File: src/rtl/pipe_skid_reg.sv
// pipe_skid_reg: pipeline register with a two-entry skid buffer, valid/ready
// handshake on both sides, synchronous flush and fully registered outputs.
// Ports: clk_i, arst_i (async, active-high), flush_i,
//   s_valid_i/s_ready_o/s_data_i (upstream), m_valid_o/m_ready_i/m_data_o
//   (downstream), stall_cnt_o (only with PIPE_SKID_REG_STALL_CNT_EN).
// Optional feature macro: PIPE_SKID_REG_STALL_CNT_EN (output stall counter).
module pipe_skid_reg #(
  parameter int unsigned           DATA_WIDTH = 64,
  parameter logic [DATA_WIDTH-1:0] RESET_VAL  = '0,
  parameter int unsigned           CNT_WIDTH  = 16
) (
  input  logic                  clk_i,
  input  logic                  arst_i,
  input  logic                  flush_i,
  input  logic                  s_valid_i,
  output logic                  s_ready_o,
  input  logic [DATA_WIDTH-1:0] s_data_i,
  output logic                  m_valid_o,
  input  logic                  m_ready_i,
  output logic [DATA_WIDTH-1:0] m_data_o
`ifdef PIPE_SKID_REG_STALL_CNT_EN
  ,
  output logic [CNT_WIDTH-1:0]  stall_cnt_o
`endif
);

  typedef enum logic [1:0] {
    EMPTY = 2'd0,
    BUSY  = 2'd1,
    FULL  = 2'd2
  } state_e;

  state_e state_q, state_d;

  logic [DATA_WIDTH-1:0] main_q, main_d;
  logic [DATA_WIDTH-1:0] skid_q, skid_d;

  logic in_xfer;
  logic out_xfer;

  assign in_xfer  = s_valid_i & s_ready_o;
  assign out_xfer = m_valid_o & m_ready_i;

  always_ff @(posedge clk_i or posedge arst_i) begin
    if (arst_i) begin
      state_q <= EMPTY;
      main_q  <= RESET_VAL;
      skid_q  <= RESET_VAL;
    end else begin
      state_q <= state_d;
      main_q  <= main_d;
      skid_q  <= skid_d;
    end
  end

  // Flush wins over everything and leaves the data registers untouched.
  always_comb begin
    state_d = state_q;
    main_d  = main_q;
    skid_d  = skid_q;
    if (flush_i) begin
      state_d = EMPTY;
    end else begin
      unique case (state_q)
        EMPTY: begin
          if (in_xfer) begin
            main_d  = s_data_i;
            state_d = BUSY;
          end
        end
        BUSY: begin
          if (in_xfer && out_xfer) begin
            main_d = s_data_i;
          end else if (in_xfer) begin
            skid_d  = s_data_i;
            state_d = FULL;
          end else if (out_xfer) begin
            state_d = EMPTY;
          end
        end
        FULL: begin
          if (out_xfer) begin
            main_d  = skid_q;
            state_d = BUSY;
          end
        end
        default: state_d = EMPTY;
      endcase
    end
  end

  // Outputs decode only the state flops, so no input reaches an output.
  always_comb begin
    m_valid_o = 1'b0;
    s_ready_o = 1'b1;
    unique case (state_q)
      EMPTY: begin
        m_valid_o = 1'b0;
        s_ready_o = 1'b1;
      end
      BUSY: begin
        m_valid_o = 1'b1;
        s_ready_o = 1'b1;
      end
      FULL: begin
        m_valid_o = 1'b1;
        s_ready_o = 1'b0;
      end
      default: begin
        m_valid_o = 1'b0;
        s_ready_o = 1'b1;
      end
    endcase
  end

  assign m_data_o = main_q;

`ifdef PIPE_SKID_REG_STALL_CNT_EN
  logic [CNT_WIDTH-1:0] cnt_q;

  // Saturating; only the async reset clears it, flush does not.
  always_ff @(posedge clk_i or posedge arst_i) begin
    if (arst_i) begin
      cnt_q <= '0;
    end else if (m_valid_o && !m_ready_i && (cnt_q != '1)) begin
      cnt_q <= cnt_q + CNT_WIDTH'(1);
    end
  end

  assign stall_cnt_o = cnt_q;
`endif

endmodule

File: config.mk
export PLATFORM = sky130hd
export DESIGN_NAME = pipe_skid_reg
export DESIGN_NICKNAME = d
export VERILOG_FILES = /design/src/rtl/pipe_skid_reg.sv
export SDC_FILE = /design/constraint.sdc
export NUM_CORES = 1
export LEC_CHECK = 0
export CAP_MARGIN = 30
export CELL_PAD_IN_SITES_DETAIL_PLACEMENT = 1
export CELL_PAD_IN_SITES_GLOBAL_PLACEMENT = 1
export CORE_AREA = 4 4 112 157
export CTS_BUF_LIST = sky130_fd_sc_hd__clkbuf_16
export DETAILED_ROUTE_END_ITERATION = 7
export DIE_AREA = 0 0 116 161
export GPL_TIMING_DRIVEN = 0
export PLACE_DENSITY = 0.77
export REMOVE_ABC_BUFFERS = 1
export SYNTH_ARGS = -nofsm -noshare
export SYNTH_HDL_FRONTEND = slang
export SYNTH_SLANG_ARGS = --single-unit
File: constraint.sdc
create_clock -name clk_i -period 3.95 [get_ports clk_i]
set_input_delay 0.79 -clock clk_i [delete_from_list [all_inputs] [get_ports clk_i]]
set_output_delay 0.79 -clock clk_i [all_outputs]
set_load 0.01 [all_outputs]
; ---- After elaboration in Yosys (flattened, before gate mapping)
; Cells that the tools add are included.
[word_totals]
ramBits = 0
reg_bits = 130
memories = 0
wordCells = 36
mem_bits_ro = 0
output_inout_bits = 66
latch_bits = 0
[op_classes]
shift = 0
order_cmp = 0
multipliers = 0
n_addsub = 0
div_mod_pow = 0
bitwise = 4
eq_ne = 9
n_mux = 13
reduce_logical = 7
[op_table]
columns = op, count
row1 = $mux 64, 3
row2 = $pmux 64 s3, 1
row3 = $mux 2, 6
row4 = $ne 3x3->1 const B, 3
row5 = $reduce_and 4->1, 2
row6 = $ne 2x2->1 const B, 3
row7 = $pmux 2 s3, 1
row8 = $reduce_and 5->1, 1
row9 = $ne 4x4->1 const B, 1
row10 = $reduce_bool 3->1, 1
row11 = $and 1x1->1, 2
row12 = $eq 2x1->1 const B, 1
row13 = $eq 2x2->1 const B, 1
row14 = $logic_not 2->1, 1
row15 = $mux 1, 2
row16 = $not 1->1, 2
row17 = $reduce_or 2->1, 1
row18 = $logic_and 1x1->1, 1

; ---- Depth between registers and ports, before layout
; Gate-level depths: netlist of the first run.
[logic_depth]
word_depth = 9
ltp_mapped = 8
mapped_depth_nobuf = 5

; ---- Worst setup path after synthesis of the first run
; OpenSTA, ideal clock, no wires.
[synth_path]
kind = input to register
start = input port m_ready_i
end = register main_q[0], in the netlist m_data_o[0]
t_required_ns = 3.825
cell_stages = 4
setup_slack_ns = 1.414
arrival_ns = 2.411
cell_sequence = or3b_4 a2111oi_4 buf_6 mux2_4
[synth_between]
elab_chain_len = 4
elab_cells_between_ends = 5
classes_between = eq/ne: 2 / bitwise: 1 / reduce/logical: 2
[synth_lines]
columns = item, line
row1 = "start, declared", 19  ; input logic m_ready_i,
row2 = $and 1x1->1 (*), 42  ; assign out_xfer = m_valid_o & m_ready_i;
row3 = $logic_and 1x1->1, 72  ; if (in_xfer && out_xfer) begin
row4 = $ne 2x2->1 (no source line), n/a
row5 = $reduce_and 5->1 (no source line) (*), n/a
row6 = "end signal, assigned", 51  ; main_q <= main_d;
row7 = "end, declared", 35  ; logic [DATA_WIDTH-1:0] main_q, main_d;
; Every way passes the cells marked *; elsewhere a longest branch is shown, timed or not.
; A chain may end at the register's enable or synchronous reset.

; ---- Worst setup path in the final report of the first run
[layout_path]
start = input port m_ready_i
end = register main_q[5], in the netlist m_data_o[5]
; The elaborated chain is that of the path after synthesis.

==> out/results.ini, run 1 <==
[run_status]
status=complete, no violations

[cells_and_area]
multiInputGateArea_sq_um=2650
diodes=0
design_area_sq_um=8230
seqCellArea_sq_um=3250
syn2layout_area_growth_pct=36.0
final_nets=591
layout-drive-gt1-share_pct=44.6
fillers=1609

[setup_path]
reg2reg_from=state_q[0]
critPathTopFamily=buffers and inverters
start_kind=primary input
path_max_fanout=9
critical_path_class=in -> reg
worstSetupStartpoint=m_ready_i
reg2reg_to=m_data_o[5]
cp_slowest_cell=a2111oi_4
critPathMaxStageDelay_ps=880
cpMostUsedCell=buf_8
crit_cells=7
reg2regPathDepth=8
required_ps=4230
end_kind=flip-flop
critPathArrivalTime_ps=3610
cp_cell_sequence=clkdlybuf4s50_1, or3b_4, a2111oi_4, buf_8, buf_8, buf_8, mux2_4
crit_buf_inv=4
endpoint=m_data_o[5]
rrSetupSlack_ps=780

[cts]
cts-htree-levels=4
ctsHoldBuffers=0
cts_buffer_depth=2
root_buffer=clkbuf_16
clk_pin_slew_ps=60
postCtsSetupBuffers=0
cts_tree=built
cts.sinks=130
clk_latency_ps=400
cts_inserted_buffers=17
cts_resized=0

[global_route]
grt_usage_pct=16.2
grt_first_pass_wirelength_um=23600
grt_pass1_vias=4265
antenna_found_initial=0
overflow=0
grt_start_max_net_pins=67

[synthesis]
synth_top_area_share_pct=53.7
yosys_warnings=0
yosysMostFrequentCell=mux2_2
synth_common_cells=mux2_2 (132), dfrtp_1 (130), mux2_4 (60), buf_6 (7), clkbuf_1 (6)
ys_ff_latch=130
yosys-top-cells-area=dfrtp_1 (54%), mux2_2 (25%), mux2_4 (15%), buf_6 (1.3%), ha_1 (0.83%)
synth_cell_types=29
syn_area_per_cell_sq_um=16.1
synth_area_sq_um=6050
ys.flop_type=dfrtp_1
synth_cells=375
synth_seq_area_share_pct=53.7
yosys.area.top_type=dfrtp_1
synthArstFlopShare_pct=100
synth_edf_count=0

[power_and_ir_drop]
power_uw=6540
power_per_cell_area_nw_per_um2=794
ir_drop_mv=0.397
leakage_uw=0.00352

[detailed_routing]
drc=0
drt_first_pass_iters=4
wl_um=14400
routedWlPerCell_um=19.8
drtIter0Drc=104
ant_nets=0
viasPerCell=4.97
route.vias.total=3629

[placement]
io_buffers=134
placed_area_sq_um=7680
gp_congestion=0.759
dp_slack_ps=198
hpwl_um=9960

[timing]
slew_violations=0
slew_headroom_pct=38.1
finalHoldViolations=0
setup_viol_count_final=0
tightest_slew_ps=928
post-route-min-period_ps=3330
fmax_mhz=301
grt_setup_unrepaired=false
finClkSkew_ps=8.70
fin_crit_sh_pct=84.2
timing.final.ws_setup_ps=624

[hold_path]
hold_path.class=reg -> reg

[die]
io_pins=135
fp.coreArea_sq_um=16100
fp.dieH_um=161
die_w_um=116
dieArea_sq_um=18700
start_util_pct=37.6
std_cell_rows=55

[run]
cap_violations=0

==> metrics by stage <==
step	util, %	TNS (ps)	hold slack (ps)	instances
2_1_floorplan	-	-170780	474	355
6_report	51.1	0	500	730
3_3_place_gp	46.5	-662180	481	688
3_5_place_dp	47.7	0	488	698
5_1_grt	51.1	0	516	730
4_1_cts	51.1	0	501	730
==> metal layers <==
layer | part of all wire [%] | up-vias | wire (um) | GRT usage (%)
li1 | - | 1635 | - | -
met1 | 39 | 1908 | 5560 | 18.7
met2 | 57 | 72 | 8220 | 29.7
met3 | 2.9 | 14 | 421 | 2.59
met4 | 1.6 | 0 | 234 | 5.59
met5 | 0 | - | 0 | 0
==> flip-flops by register name (all words and copies together) (netlist names) <==
name and flops:
skid_q 64, state_q 2, m_data_o 64
==> layout by cell type (no fill, tap or decap), drive strengths merged, types with 2 or more instances in the layout <==
master / count
clkbuf: 17
inv: 9
dfrtp: 130
clkinvlp: 2
a211oi: 2
mux2: 192
buf: 10
a31oi: 2
nand2b: 2
bufinv: 2
clkdlybuf4s50: 134
nand2: 3
a2111oi: 2
clkinv: 7
ha: 4
==> worst register-to-register path, cell delays in order (launching register included) <==
cell	delay (ps)
dfrtp_1	430
inv_1	130
ha_1	290
or3b_4	420
a2111oi_4	880
buf_8	250
buf_8	180
buf_8	170
mux2_4	310
==> power by group <==
part / leakage [uW] / switching (uW) / internal, uW
registers: 0.00155 / 363 / 2010
clock network: 0.000280 / 573 / 912
logic: 0.00169 / 954 / 1720
==> final cells by class <==
cell class	instances	area share, %
Clock buffer	17	5.17
Clock inverter	15	1.57
Inverter	5	0.289
Multi-Input combinational cell	220	32.2
Sequential cell	130	39.5
Tap cell	199	3.02
Timing Repair Buffer	144	18.2
==> worst min-delay path by stage <==
| stage | startpoint | depth (start not counted) | endpoint | slack, ps |
|---|---|---|---|---|
| after floorplan | skid_q[0] | 1 | skid_q[0] | 470 |
| after global placement | skid_q[18] | 1 | skid_q[18] | 480 |
| after detailed placement | skid_q[18] | 1 | skid_q[18] | 490 |
| after CTS | skid_q[18] | 1 | skid_q[18] | 500 |
| after global routing | skid_q[2] | 1 | skid_q[2] | 520 |
| final | skid_q[48] | 1 | skid_q[48] | 500 |
==> cells by family after synthesis <==
kind of cell / share of synthesized area, %
muxes: 39.4
DFF: 53.7
buffers and inverters: 2.77
and+or+nand+nor: 1.57
AOI/OAI and AO/OA: 1.65
adders and majority gates: 0.827
No activity file was read; power rests on OpenSTA's default activity.
==> run 2, diff against run 1 <==
Clock period 3.95 ns to 2.8 ns, I/O delays scaled along.
==> run 2 against run 1 <==
Cell count up 0.68%; first-iteration DRC count fell by 9.6%; largest cell class unchanged; clock-buffer cell count is the same; hold slack unchanged; via count is 0.96% higher; sequential cell count is the same; utilization increased by 0.33 points; sequential share of layout area fell by 0.24 points; register-to-register slack worse by 650 ps; clock skew about the same; wire length increased by 3.7%.
==> out/results.ini, run 2 (synthesis gave the netlist of run 1 again) <==
[run_status]
status=complete, no violations

[global_route]
grt_start_max_net_pins=67
overflow=0
groute.layer.met2.usage_pct=30.5
grt_usage_pct=16.5
grt_pass1_vias=4307
grt_first_pass_wirelength_um=23900
met3_usage_pct=2.55
grtUsageMet1_pct=18.9
grt_busiest_layer=met2
antenna_found_initial=0

[power_and_ir_drop]
internal_power_uw=6580
power_per_cell_area_nw_per_um2=1120
power_frac_clock_pct=22.6
leakage_uw=0.00355
p_seq_share_pct=36.1
p_comb_share_pct=41.3
swShare_pct=29.1
switchingPower_uw=2700
ir_drop_mv=0.560

[setup_path]
critPathMaxStageDelay_ps=450
worstSetupStartpoint=state_q[1]
cp_cell_sequence=inv_1, ha_1, or3b_4, a2111oi_4, buf_4, buf_8, buf_8, buf_8, mux2_4
cpMostUsedCell=buf_8
reg2regPathDepth=9
path_max_fanout=9
critical_path_class=reg -> reg
end_kind=flip-flop
start_kind=flip-flop
cp_slowest_cell=dfrtp_1
reg2reg_from=state_q[1]
required_ps=3080
critPathArrivalTime_ps=2960

[timing]
tightest_slew_ps=633
setup_viol_count_final=0
grt_setup_unrepaired=false
slew_headroom_pct=57.8
tns_ps=0
fin_crit_sh_pct=95.4
finalHoldViolations=0
fmax_mhz=374
finClkSkew_ps=8.69
slew_violations=0
post-route-min-period_ps=2670

[cts]
root_buffer=clkbuf_16
cts_tree=built
cts_inserted_buffers=17
clk_latency_ps=400
cts_buffer_depth=2
cts.sinks=130
cts-htree-levels=4
clk_pin_slew_ps=60
ctsHoldBuffers=0

[cells_and_area]
final_nets=596
diodes=0
syn2layout_area_growth_pct=36.9
fillers=1607
layout-drive-gt1-share_pct=45.7
mostFrequentLayoutCells=clkdlybuf4s50_1 (134), mux2_2 (132), dfrtp_1 (129)
mostFrequentLayoutCell=clkdlybuf4s50_1
design_area_sq_um=8290
final_cells=735

[placement]
dp.cells=698
io_buffers=134
gp_congestion=0.759
placed_area_sq_um=7680
hpwl_um=9960

[die]
dieArea_sq_um=18700
start_util_pct=37.6
die_w_um=116
fp.dieH_um=161
io_pins=135
fp.coreArea_sq_um=16100
std_cell_rows=55

[run]
cap_violations=0

[detailed_routing]
route.vias.total=3664
ant_nets=0
viasPerCell=4.99
wl_um=15000
drtIter0Drc=94
drc=0
routedWlPerCell_um=20.4
drt_first_pass_iters=4

[hold_path]
hold_path.class=reg -> reg
holdPathStages=1
min-delay-start=skid_q[48]

run 2: worst max-delay path, delay by kind of cell (launching register included):
family	cells	cell delay, ps
adders and majority gates	1	260
buffers and inverters	5	790
muxes	1	310
AOI/OAI and AO/OA	1	320
and+or+nand+nor	1	420
DFF	1	450
run 2: timing repair:
item / CTS / global route
setup buffers: 4 / 0
gates resized for setup: 1 / 3
pin swaps: 1 / 0
cloned: 0 / 1
setup endpoints to repair: 91 / 43
run 2: area by class of cell:
class	count	area (sq um)	share of cell area (%)
Clock buffer	17	425	5.13
Clock inverter	15	129	1.56
Inverter	5	23.8	0.287
Multi-Input combinational cell	221	2670	32.2
Sequential cell	130	3250	39.3
Tap cell	199	249	3.01
Timing Repair Buffer	148	1540	18.5
run 2: through the flow:
stage	hold WS (ps)	setup slack [ps]	total power, uW	util [%]
2_1_floorplan	474	-2840	5570	-
3_3_place_gp	481	-5030	7120	46.5
3_5_place_dp	488	-722	7200	47.7
4_1_cts	501	83.3	9400	51.4
5_1_grt	516	9.85	9820	51.5
6_report	500	128	9290	51.5
run 2: routing by layer:
layer | routed length, um | share of wire, %
met4 | 234 | 1.6
met1 | 5680 | 38
met5 | 0 | 0
met3 | 434 | 2.9
met2 | 8610 | 58
run 2: path summary, 6_finish.rpt:
kind	endpoint	slack, ps
min	skid_q[48]	500
min reg2reg	skid_q[48]	500
max reg2reg	m_data_o[5]	130
min in group asynchronous	m_data_o[46]	620
max in group asynchronous	m_data_o[7]	1430
max	m_data_o[5]	130
run 2: power groups by stage:
stage / Combinational [uW] / Sequential [uW] / Clock, uW
after floorplan: 2100 / 3470 / 0
final: 3830 / 3360 / 2100
after global routing: 4100 / 3470 / 2250
after CTS: 3890 / 3360 / 2150
after detailed placement: 3820 / 3380 / 0
after global placement: 3830 / 3290 / 0
